--- config.mk ---
export PLATFORM = sky130hd
export DESIGN_NAME = mux_rr_n_flat
export DESIGN_NICKNAME = d
export VERILOG_FILES = /design/src/rtl/mux_rr_pkg.sv /design/src/rtl/mux_rr_n_if.sv /design/src/rtl/mux_rr_n_rr_arbiter.sv /design/src/rtl/mux_rr_n.sv /design/src/flat_wrapper.sv
export SDC_FILE = /design/constraint.sdc
export NUM_CORES = 1
export LEC_CHECK = 0
export CAP_MARGIN = 40
export CORE_ASPECT_RATIO = 1.25
export CORE_MARGIN = 2
export CORE_UTILIZATION = 44
export CTS_CLUSTER_DIAMETER = 40
export DETAILED_ROUTE_END_ITERATION = 7
export PLACE_DENSITY = 0.8
export RECOVER_POWER = 50
export SYNTH_ARGS = -nofsm -noshare
export SYNTH_HDL_FRONTEND = slang
export SYNTH_HIERARCHICAL = 1
export SYNTH_SLANG_ARGS = --single-unit
--- constraint.sdc ---
create_clock -name clk -period 5.1 [get_ports clk]
set_clock_uncertainty 0.2 [all_clocks]
set_input_delay 0.765 -clock clk [delete_from_list [all_inputs] [get_ports clk]]
set_output_delay 0.765 -clock clk [all_outputs]
set_load 0.005 [all_outputs]
--- src/rtl/mux_rr_pkg.sv ---
// Shared constants and helpers for the N-channel registered mux.
package mux_rr_pkg;

  localparam logic MODE_RR    = 1'b0;
  localparam logic MODE_FIXED = 1'b1;
  localparam int   MAX_N      = 16;

  // OR-reduction encoder; result is only meaningful for one-hot or zero input.
  function automatic logic [3:0] onehot_to_idx(input logic [MAX_N-1:0] oh);
    logic [3:0] idx;
    idx = '0;
    for (int i = 0; i < MAX_N; i++)
      if (oh[i]) idx = idx | 4'(i);
    return idx;
  endfunction

endpackage

--- src/rtl/mux_rr_n_if.sv ---
// Producer/consumer bus for mux_rr_n: N request channels in, one registered channel out.
interface mux_rr_n_if #(
  parameter int N = 4,
  parameter int W = 8
);
  localparam int SW = $clog2(N);

  logic [N*W-1:0] in_data;
  logic [N-1:0]   in_valid;
  logic [N-1:0]   in_ready;
  logic           mode;
  logic [SW-1:0]  sel;
  logic [W-1:0]   out_data;
  logic [SW-1:0]  out_ch;
  logic           out_valid;
  logic           out_ready;

  modport master (
    output in_data, in_valid, mode, sel, out_ready,
    input  in_ready, out_data, out_ch, out_valid
  );

  modport slave (
    input  in_data, in_valid, mode, sel, out_ready,
    output in_ready, out_data, out_ch, out_valid
  );

endinterface

--- src/rtl/mux_rr_n_rr_arbiter.sv ---
// Round-robin arbiter: combinational grant, priority starts just after the last winner.
module rr_arbiter
  import mux_rr_pkg::*;
#(
  parameter int N = 4
) (
  input  logic         clk,
  input  logic         rst_n,
  input  logic [N-1:0] req,
  input  logic         advance,
  output logic [N-1:0] grant
);

  localparam int SW = $clog2(N);

  logic [SW-1:0] last;

  always_comb begin : p_grant
    logic [SW-1:0] idx;
    idx   = '0;
    grant = '0;
    for (int k = 1; k <= N; k++) begin
      idx = SW'((int'(last) + k) % N);
      if (grant == '0 && req[idx]) grant[idx] = 1'b1;
    end
  end

  // Reset to N-1 so channel 0 wins first.
  always_ff @(posedge clk) begin
    if (!rst_n)       last <= SW'(N - 1);
    else if (advance) last <= SW'(onehot_to_idx(16'(grant)));
  end

endmodule

--- src/rtl/mux_rr_n.sv ---
// N-channel W-bit registered mux with per-channel handshakes; fixed-select or round-robin.
module mux_rr_n
  import mux_rr_pkg::*;
#(
  parameter int N = 4,
  parameter int W = 8
) (
  input  logic     clk,
  input  logic     rst_n,
  mux_rr_n_if.slave bus
);

  localparam int SW = $clog2(N);

  logic [N-1:0] sel_oh, req, rr_grant, grant;
  logic         slot_free, xfer;
  logic [W-1:0] mux_data;

  // Out-of-range sel matches no lane, so fixed mode then grants nothing.
  always_comb begin
    sel_oh = '0;
    for (int i = 0; i < N; i++)
      sel_oh[i] = (bus.sel == SW'(i));
  end

  assign req = (bus.mode == MODE_FIXED) ? (bus.in_valid & sel_oh) : bus.in_valid;

  rr_arbiter #(.N(N)) u_arb (
    .clk     (clk),
    .rst_n   (rst_n),
    .req     (req),
    .advance (xfer && bus.mode == MODE_RR),
    .grant   (rr_grant)
  );

  assign grant        = (bus.mode == MODE_FIXED) ? req : rr_grant;
  assign slot_free    = !bus.out_valid || bus.out_ready;
  assign bus.in_ready = grant & {N{slot_free & rst_n}};
  assign xfer         = |(bus.in_valid & bus.in_ready);

  always_comb begin
    mux_data = '0;
    for (int i = 0; i < N; i++)
      mux_data = mux_data | (bus.in_data[i*W +: W] & {W{grant[i]}});
  end

  // Load wins over drain, so a simultaneous consume+load leaves no bubble.
  always_ff @(posedge clk) begin
    if (!rst_n) begin
      bus.out_valid <= 1'b0;
      bus.out_data  <= '0;
      bus.out_ch    <= '0;
    end else if (xfer) begin
      bus.out_valid <= 1'b1;
      bus.out_data  <= mux_data;
      bus.out_ch    <= SW'(onehot_to_idx(16'(grant)));
    end else if (bus.out_ready) begin
      bus.out_valid <= 1'b0;
    end
  end

endmodule

--- src/flat_wrapper.sv ---
// flat-port wrapper written by rule: the top's interface ports become plain ports
module mux_rr_n_flat import mux_rr_pkg::*;
#(
  parameter int N = 4,
  parameter int W = 8
)
  (clk, rst_n, bus_in_data, bus_in_valid, bus_mode, bus_sel, bus_out_ready, bus_in_ready, bus_out_data, bus_out_ch, bus_out_valid);
  mux_rr_n_if #(.N(N), .W(W)) bus_i ();
  input  logic clk;
  input  logic rst_n;
  input wire logic [$bits(bus_i.in_data)-1:0] bus_in_data;
  input wire logic [$bits(bus_i.in_valid)-1:0] bus_in_valid;
  input wire logic [$bits(bus_i.mode)-1:0] bus_mode;
  input wire logic [$bits(bus_i.sel)-1:0] bus_sel;
  input wire logic [$bits(bus_i.out_ready)-1:0] bus_out_ready;
  output wire logic [$bits(bus_i.in_ready)-1:0] bus_in_ready;
  output wire logic [$bits(bus_i.out_data)-1:0] bus_out_data;
  output wire logic [$bits(bus_i.out_ch)-1:0] bus_out_ch;
  output wire logic [$bits(bus_i.out_valid)-1:0] bus_out_valid;
  assign bus_i.in_data = bus_in_data;
  assign bus_i.in_valid = bus_in_valid;
  assign bus_i.mode = bus_mode;
  assign bus_i.sel = bus_sel;
  assign bus_i.out_ready = bus_out_ready;
  assign bus_in_ready = bus_i.in_ready;
  assign bus_out_data = bus_i.out_data;
  assign bus_out_ch = bus_i.out_ch;
  assign bus_out_valid = bus_i.out_valid;
  mux_rr_n #(.N(N), .W(W)) u_core (.clk(clk), .rst_n(rst_n), .bus(bus_i));
endmodule
* Yosys cells after proc, flatten, opt, wreduce, memory -nomap -nowiden
Cells that the tools add are included.
** Operators by class
- Multipliers :: 0
- Reduce and logical (&&, ||, !) cells :: 16
- Bitwise gates (word level) :: 15
- Equality and inequality tests :: 3
- Muxes and demuxes :: 30
- Divide/modulo/power cells :: 0
- Shifts and indexed selects :: 0
- $add $sub $neg :: 4
- Magnitude comparators :: 8
** Operators with widths (count)
- $and A8 B8 Y8 :: 4
- $mux W4 :: 6
- $or A8 B8 Y8 :: 3
- $and A4 B4 Y4 :: 3
- $logic_not A4 Y1 :: 3
- $lt A2 B3 Y1 const B :: 4
- $mux W1 :: 12
- $or A4 B4 Y4 :: 3
- $bmux W1 S2 :: 4
- $demux W1 S2 :: 4
- $ge A2 B1 Y1 const B :: 4
- $logic_and A1 B1 Y1 :: 8
- $mux W2 :: 4
- $add A2 B1 Y2 const B :: 2
- $add A2 B2 Y2 const B :: 2
- $eq A2 B2 Y1 const B :: 2
- $reduce_or A4 Y1 :: 1
- $eq A2 B1 Y1 const B :: 1
- $logic_not A2 Y1 :: 1
- $reduce_bool A2 Y1 :: 1
- $and A1 B1 Y1 :: 1
- $logic_not A1 Y1 :: 1
- $logic_or A1 B1 Y1 :: 1
- $not A1 Y1 :: 1
** Storage, ports and cells
- Word-level logic and storage cells :: 80
- Bits in read-only memories :: 0
- Memory bits (writable) :: 0
- Output and inout bits :: 15
- Register bits :: 13
- Bits of input ports :: 42
- Latch bits :: 0
- Memories :: 0

* Longest topological paths before layout
- Word-level depth :: 20
- Gate-level depth with buffers :: 17
- Depth with buffers taken out :: 15

* Hierarchy
Netlist, hierarchy kept.
** Modules (own cells, without submodules)
- mux_rr_n :: cells each 108, times used 1, seq. area each 220.2 µm², area an instance 890.9 µm²
- rr_arbiter :: cells each 67, times used 1, seq. area each 40.0 µm², area an instance 589.3 µm²

* Worst setup path after synthesis
Ideal clock, no wire load.
- Path type :: input -> register
- From :: input port bus_sel[0]
- To :: register u_core.u_arb.last[0]
- Slack :: 854 ps
- Data required time :: 4821 ps
- Arrival :: 3967 ps
- Setup time :: 79 ps
- Buffers on the path :: 2
- Stages on the path :: 17
- Cell sequence :: buf_2 > o21ai_1 > and2_1 > mux4_2 > o21ai_0 > or3b_1 > nand4b_2 > nor2_1 > a31o_2 > a222oi_1 > a211oi_2 > and2_4 > buf_6 > nor2b_1 > nand2_1 > nor3_1 > a22oi_1
** Between the ends
- Cells in the longest elaborated chain, start to end :: 20
- Elaborated cells on any way between the ends :: 35
- Those cells by class :: 3 x eq/ne; 17 x mux; 6 x bitwise; 9 x reduce/logical
** Ends and longest elaborated chain
- from (decl) :: line flat_wrapper.sv:14 : input wire logic [$bits(bus_i.sel)-1:0] bus_sel;
- $logic_not A2 Y1 (*) :: line mux_rr_n.sv:23 : sel_oh[i] = (bus.sel == SW'(i));
- $and A4 B4 Y4 (*) :: line mux_rr_n.sv:26 : assign req = (bus.mode == MODE_FIXED) ? (bus.in_valid & sel_oh) : bus.in_valid;
- $mux W4 (*) :: line mux_rr_n.sv:26
- named net u_core.req[0] :: line mux_rr_n.sv:15 : logic [N-1:0] sel_oh, req, rr_grant, grant;
- $bmux W1 S2 :: line mux_rr_n_rr_arbiter.sv:24 : if (grant == '0 && req[idx]) grant[idx] = 1'b1;
- $mux W1 (implied by the code) :: line mux_rr_n_rr_arbiter.sv:24
- $mux W4 :: line mux_rr_n_rr_arbiter.sv:24
- $logic_not A4 Y1 :: line mux_rr_n_rr_arbiter.sv:24
- [6 not listed]
- $logic_and A1 B1 Y1 :: line mux_rr_n_rr_arbiter.sv:24
- $mux W4 (*) :: line mux_rr_n_rr_arbiter.sv:24
- named net u_core.rr_grant[3] :: line mux_rr_n.sv:15
- $mux W4 :: line mux_rr_n.sv:36 : assign grant = (bus.mode == MODE_FIXED) ? req : rr_grant;
- $and A4 B4 Y4 :: line mux_rr_n.sv:38 : assign bus.in_ready = grant & {N{slot_free & rst_n}};
- $and A4 B4 Y4 :: line mux_rr_n.sv:39 : assign xfer = |(bus.in_valid & bus.in_ready);
- $reduce_or A4 Y1 :: line mux_rr_n.sv:39
- $logic_and A1 B1 Y1 :: line mux_rr_n.sv:32 : .advance (xfer && bus.mode == MODE_RR),
- to (signal assigned) :: line mux_rr_n_rr_arbiter.sv:30 : if (!rst_n) last <= SW'(N - 1);
- to (signal assigned) :: line mux_rr_n_rr_arbiter.sv:31 : else if (advance) last <= SW'(onehot_to_idx(16'(grant)));
- to (decl) :: line mux_rr_n_rr_arbiter.sv:16 : logic [SW-1:0] last;
Mark *: on every way through the listed nets, which the timed path passes. The rest lies on a longest branch. The select of a mux whose other input is x is not followed.
A chain may end at the register's enable or synchronous reset.

* Final worst setup path
- From :: input port bus_mode
- To :: output port bus_in_ready[3]
** Between the ends
- Cells in the longest elaborated chain, start to end :: 15
- Elaborated cells on any way between the ends :: 24
- Those cells by class :: 14 x mux; 4 x bitwise; 6 x reduce/logical
** Ends and longest elaborated chain
- from (decl) :: line flat_wrapper.sv:13 : input wire logic [$bits(bus_i.mode)-1:0] bus_mode;
- $mux W4 (*) :: line mux_rr_n.sv:26
- named net u_core.req[0] :: line mux_rr_n.sv:15
- $bmux W1 S2 :: line mux_rr_n_rr_arbiter.sv:24
- $mux W1 (implied by the code) :: line mux_rr_n_rr_arbiter.sv:24
- $mux W4 :: line mux_rr_n_rr_arbiter.sv:24
- $logic_not A4 Y1 :: line mux_rr_n_rr_arbiter.sv:24
- $logic_and A1 B1 Y1 :: line mux_rr_n_rr_arbiter.sv:24
- $mux W4 :: line mux_rr_n_rr_arbiter.sv:24
- $logic_not A4 Y1 :: line mux_rr_n_rr_arbiter.sv:24
- $logic_and A1 B1 Y1 :: line mux_rr_n_rr_arbiter.sv:24
- $mux W4 :: line mux_rr_n_rr_arbiter.sv:24
- $logic_not A4 Y1 :: line mux_rr_n_rr_arbiter.sv:24
- $logic_and A1 B1 Y1 :: line mux_rr_n_rr_arbiter.sv:24
- $mux W4 (*) :: line mux_rr_n_rr_arbiter.sv:24
- named net u_core.rr_grant[3] :: line mux_rr_n.sv:15
- $mux W4 (*) :: line mux_rr_n.sv:36
- $and A4 B4 Y4 (*) :: line mux_rr_n.sv:38
- to (decl) :: line flat_wrapper.sv:16 : output wire logic [$bits(bus_i.in_ready)-1:0] bus_in_ready;
Marked as above.

==> run_results.csv <==
group,metric,value,unit
synthesis,synth_area_leader_cell,"dfxtp_1",
clock_tree,numCtsBuffers,3,
synthesis,synth_area,1480,um2
synthesis,ys.flop_type,"dfxtp_1",
setup_path,slowest_stage,"clkdlybuf4s50_1",
detailed_routing,drtIter0Drc,88,
finish,fillers,267,
min_path,hold_depth,2,
global_routing,grt_pass1_wl,7050,um
synthesis,syn-instance-count,175,
synthesis,synth_nets,225,
power,sw_frac_of_total,0.364,
synthesis,avgSynthCellArea,8.46,um2
setup_path,reg2reg_slack,0.92,ns
sta,finalMaxSlewViolations,0,
placement,dp_hpwl,3690,um
power,switchingPower,0.179,mW
detailed_routing,avgViaCountPerCell,6.14,
detailed_routing,route.vias.total,1670,
job,max-cap-violations,0,
clock_tree,cts_buffer_depth,2,
finish,area_growth_syn_to_layout,46.6,%
min_path,min_to,"u_core/bus.out_data[0]$_SDFFE_PN0P_",
power,p_int,0.313,mW
floorplanning,dieArea,3850,um2
finish,num_antenna_cells,0,
power,share_seq_of_total_power,0.264,
power,clock_power_share,0.180,
clock_tree,post_cts_buffers,0,
power,power,0.492,mW
finish,finalCoreUtilization,0.673,
synthesis,synth_top_area_frac,0.176,
floorplanning,ios,57,
setup_path,reg2reg_depth,15,
run_status,status,"completed",
synthesis,ys.warnings.count,6,
clock_tree,clk_pin_slew,0.05,ns
sta,tightestPinTransition,0.790,ns
synthesis,synth_edf_count,0,
power,p_per_area,227,nW/um2
sta,period_needed,4.91,ns
detailed_routing,first_pass_iters,4,
clock_tree,cts_tree,"done",
global_routing,grt_pass1_vias,1665,
sta,post-route-period-util,0.963,
setup_path,setup.worst_path.end_class,"output pin",
setup_path,path_max_fanout,5,
clock_tree,clkLatencyLatePin,0.24,ns
clock_tree,cts_resized,0,
sta,grt_setup_unrepaired,"no",
setup_path,required,4.14,ns
setup_path,cp-start-kind,"input pin",
synthesis,ys_ff_latch,13,
floorplanning,rows,23,
setup_path,crit_family,"simple AND/OR/NAND/NOR gates",
global_routing,grt-ovfl-total,0,
synthesis,synthArstFlopShare,0,
floorplanning,core-area,3220,um2
global_routing,grt_max_degree,13,
placement,gp_congestion,0.926,
floorplanning,die_x,55.9,um
global_routing,globalRouteTotalUtil,0.230,
global_routing,grt_antenna_before_repair,0,
detailed_routing,drc_errors,0,
synthesis,synth.area.top_cells,"dfxtp_1 (18%), a21boi_0 (8.6%), ha_1 (6.8%)",
finish,num-nets-final,286,
detailed_routing,wl,4520,um
setup_path,worst-path-buf-inv,2,
power,comb_power_share,0.556,
synthesis,synth_cell_types,48,
sta,tns,0,ns
sta,fin_hold_ws,0.321,ns
setup_path,crit_chain,"clkdlybuf4s50_1 -> o21ai_1 -> and2_1 -> mux4_2 -> o21ai_0 -> or3b_1 -> nand4b_2 -> nor2_1 -> a31o_2 -> nand2b_1 -> and2_1 -> nor2_1 -> clkdlybuf4s50_1",
floorplanning,die_h,68.8,um
power,leakagePower,0.892,nW
finish,layout-drive-gt1-share,0.115,
synthesis,synthMostInstantiatedCell,"a21boi_0",
sta,setup_viol,0,
sta,max_freq,0.204,GHz
clock_tree,cts.sinks,13,
synthesis,yosys-top-cells-count,"a21boi_0 (17), a21oi_1 (13), dfxtp_1 (13), nand2_1 (13), a21boi_1 (11)",
floorplanning,start_util,0.459,
detailed_routing,drtAntennaViolNets,0,
setup_path,path_class,"in -> out",
setup_path,cp.arrival,3.95,ns
clock_tree,hold_buffers,0,
placement,io_buffers,56,
setup_path,reg2reg_from,"u_core/u_arb/last[0]$_SDFFE_PN1P_",
min_path,min_path_type,"reg -> reg",
setup_path,reg2reg_to,"u_core/u_arb/last[0]$_SDFFE_PN1P_",
setup_path,critPathMaxStageDelay,0.57,ns
sta,hold_violations,0,
synthesis,seq_area_frac_synth,0.176,
clock_tree,cts-root-buf,"clkbuf_8",
clock_tree,htree_levels,1,
detailed_routing,wl_per_cell,16.6,um
sta,maxSlewHeadroom,0.471,
min_path,hp-start,"u_core/bus.out_data[0]$_SDFFE_PN0P_",
power,peakVddDrop,0.188,mV
-- flip-flops by register name, indices dropped and copies added (netlist names) --
| name | flops |
|---|---|
| u_core/bus.out_valid | 1 |
| u_core/bus.out_data | 8 |
| u_core/bus.out_ch | 2 |
| u_core/u_arb/last | 2 |
-- layer usage --
metal,routed length [um],share of wire,track usage
met1,1730,0.38,0.231
met2,2420,0.54,0.490
met3,278,0.061,0.0466
met4,91,0.020,0.0506
met5,0,0,0
-- per-stage QoR --
stage / cells / worst slack, ns / instance area [um2]
2_1_floorplan: 175 / 0.854 / 1480
3_5_place_dp: 267 / 0.110 / 2090
3_3_place_gp: 267 / 0.221 / 2090
5_1_grt: 272 / 0.00386 / 2170
4_1_cts: 271 / 0.0973 / 2140
6_report: 272 / 0.189 / 2170
-- worst max path at each step --
stage                                   endpoint  cells past startpoint  slack (ns)  startpoint
5_1_grt                          bus_in_ready[3]                     13       0.004    bus_mode
3_5_place_dp                     bus_in_ready[3]                     13        0.11  bus_sel[1]
2_1_floorplan  u_core/u_arb/last[0]$_SDFFE_PN1P_                     17        0.85  bus_sel[0]
4_1_cts                          bus_in_ready[3]                     13         0.1  bus_sel[1]
3_3_place_gp                     bus_in_ready[3]                     13        0.22  bus_sel[1]
6_report                         bus_in_ready[3]                     13        0.19    bus_mode
-- area by class of cell --
class,instances,area [um2],area share
Clock buffer,3,41.3,0.0190
Tap cell,37,46.3,0.0213
Inverter,4,15.0,0.00692
Timing Repair Buffer,63,618,0.285
Clock inverter,1,5.00,0.00231
Multi-Input combinational cell,151,1180,0.546
Sequential cell,13,260,0.120
-- power by group through the flow --
stage	clock, mW	combinational (mW)	sequential (mW)
finish	0.0885	0.274	0.130
global route	0.0967	0.298	0.132
CTS	0.0918	0.273	0.130
detailed placement	0	0.271	0.132
global placement	0	0.264	0.132
floorplan	0	0.165	0.129
-- worst reg2reg max path, delay by kind of cell (launching register included) --
family / cells / cell delay (ns)
adder cells (fa/ha/maj): 1 / 0.39
flip-flops: 1 / 0.64
AO/OA/AOI/OAI: 5 / 1.14
buffers and inverters: 1 / 0.20
AND/OR/NAND/NOR: 7 / 1.13
multiplexers: 1 / 0.39
-- logic make-up (layout without fill, tap and decap cells) --
logic type	count (synthesis)	after routing	synth area share
compound gates	80	80	0.414
simple gates	53	53	0.205
flops	13	13	0.176
buf+inv	12	71	0.0439
mux	9	10	0.0938
fa+ha+maj	8	8	0.0676
-- cells in the final DEF (no fill, tap or decap), types with 2 or more instances in the layout --
cell type | synthesis | layout
a2111oi_0 | 8 | 8
a211oi_1 | 8 | 9
a21boi_0 | 17 | 17
a21boi_1 | 11 | 9
a21boi_2 | 0 | 2
a21o_1 | 2 | 2
a21oi_1 | 13 | 13
a22oi_1 | 3 | 3
a31o_2 | 2 | 2
and2_1 | 3 | 3
buf_4 | 0 | 7
clkbuf_8 | 0 | 3
clkdlybuf4s50_1 | 0 | 43
dfxtp_1 | 13 | 13
dlygate4sd3_1 | 0 | 11
dlymetal6s2s_1 | 0 | 2
ha_1 | 8 | 8
inv_1 | 4 | 4
mux2_2 | 2 | 2
mux2i_1 | 3 | 3
mux4_1 | 2 | 3
nand2_1 | 13 | 13
nand2b_1 | 8 | 8
nand3_1 | 4 | 4
nand4b_1 | 2 | 2
nor2_1 | 7 | 7
nor2b_1 | 3 | 3
nor3_1 | 6 | 6
o21ai_0 | 2 | 2
o221a_1 | 2 | 2
or4_4 | 2 | 2
Power figures use the tool's default switching activity.
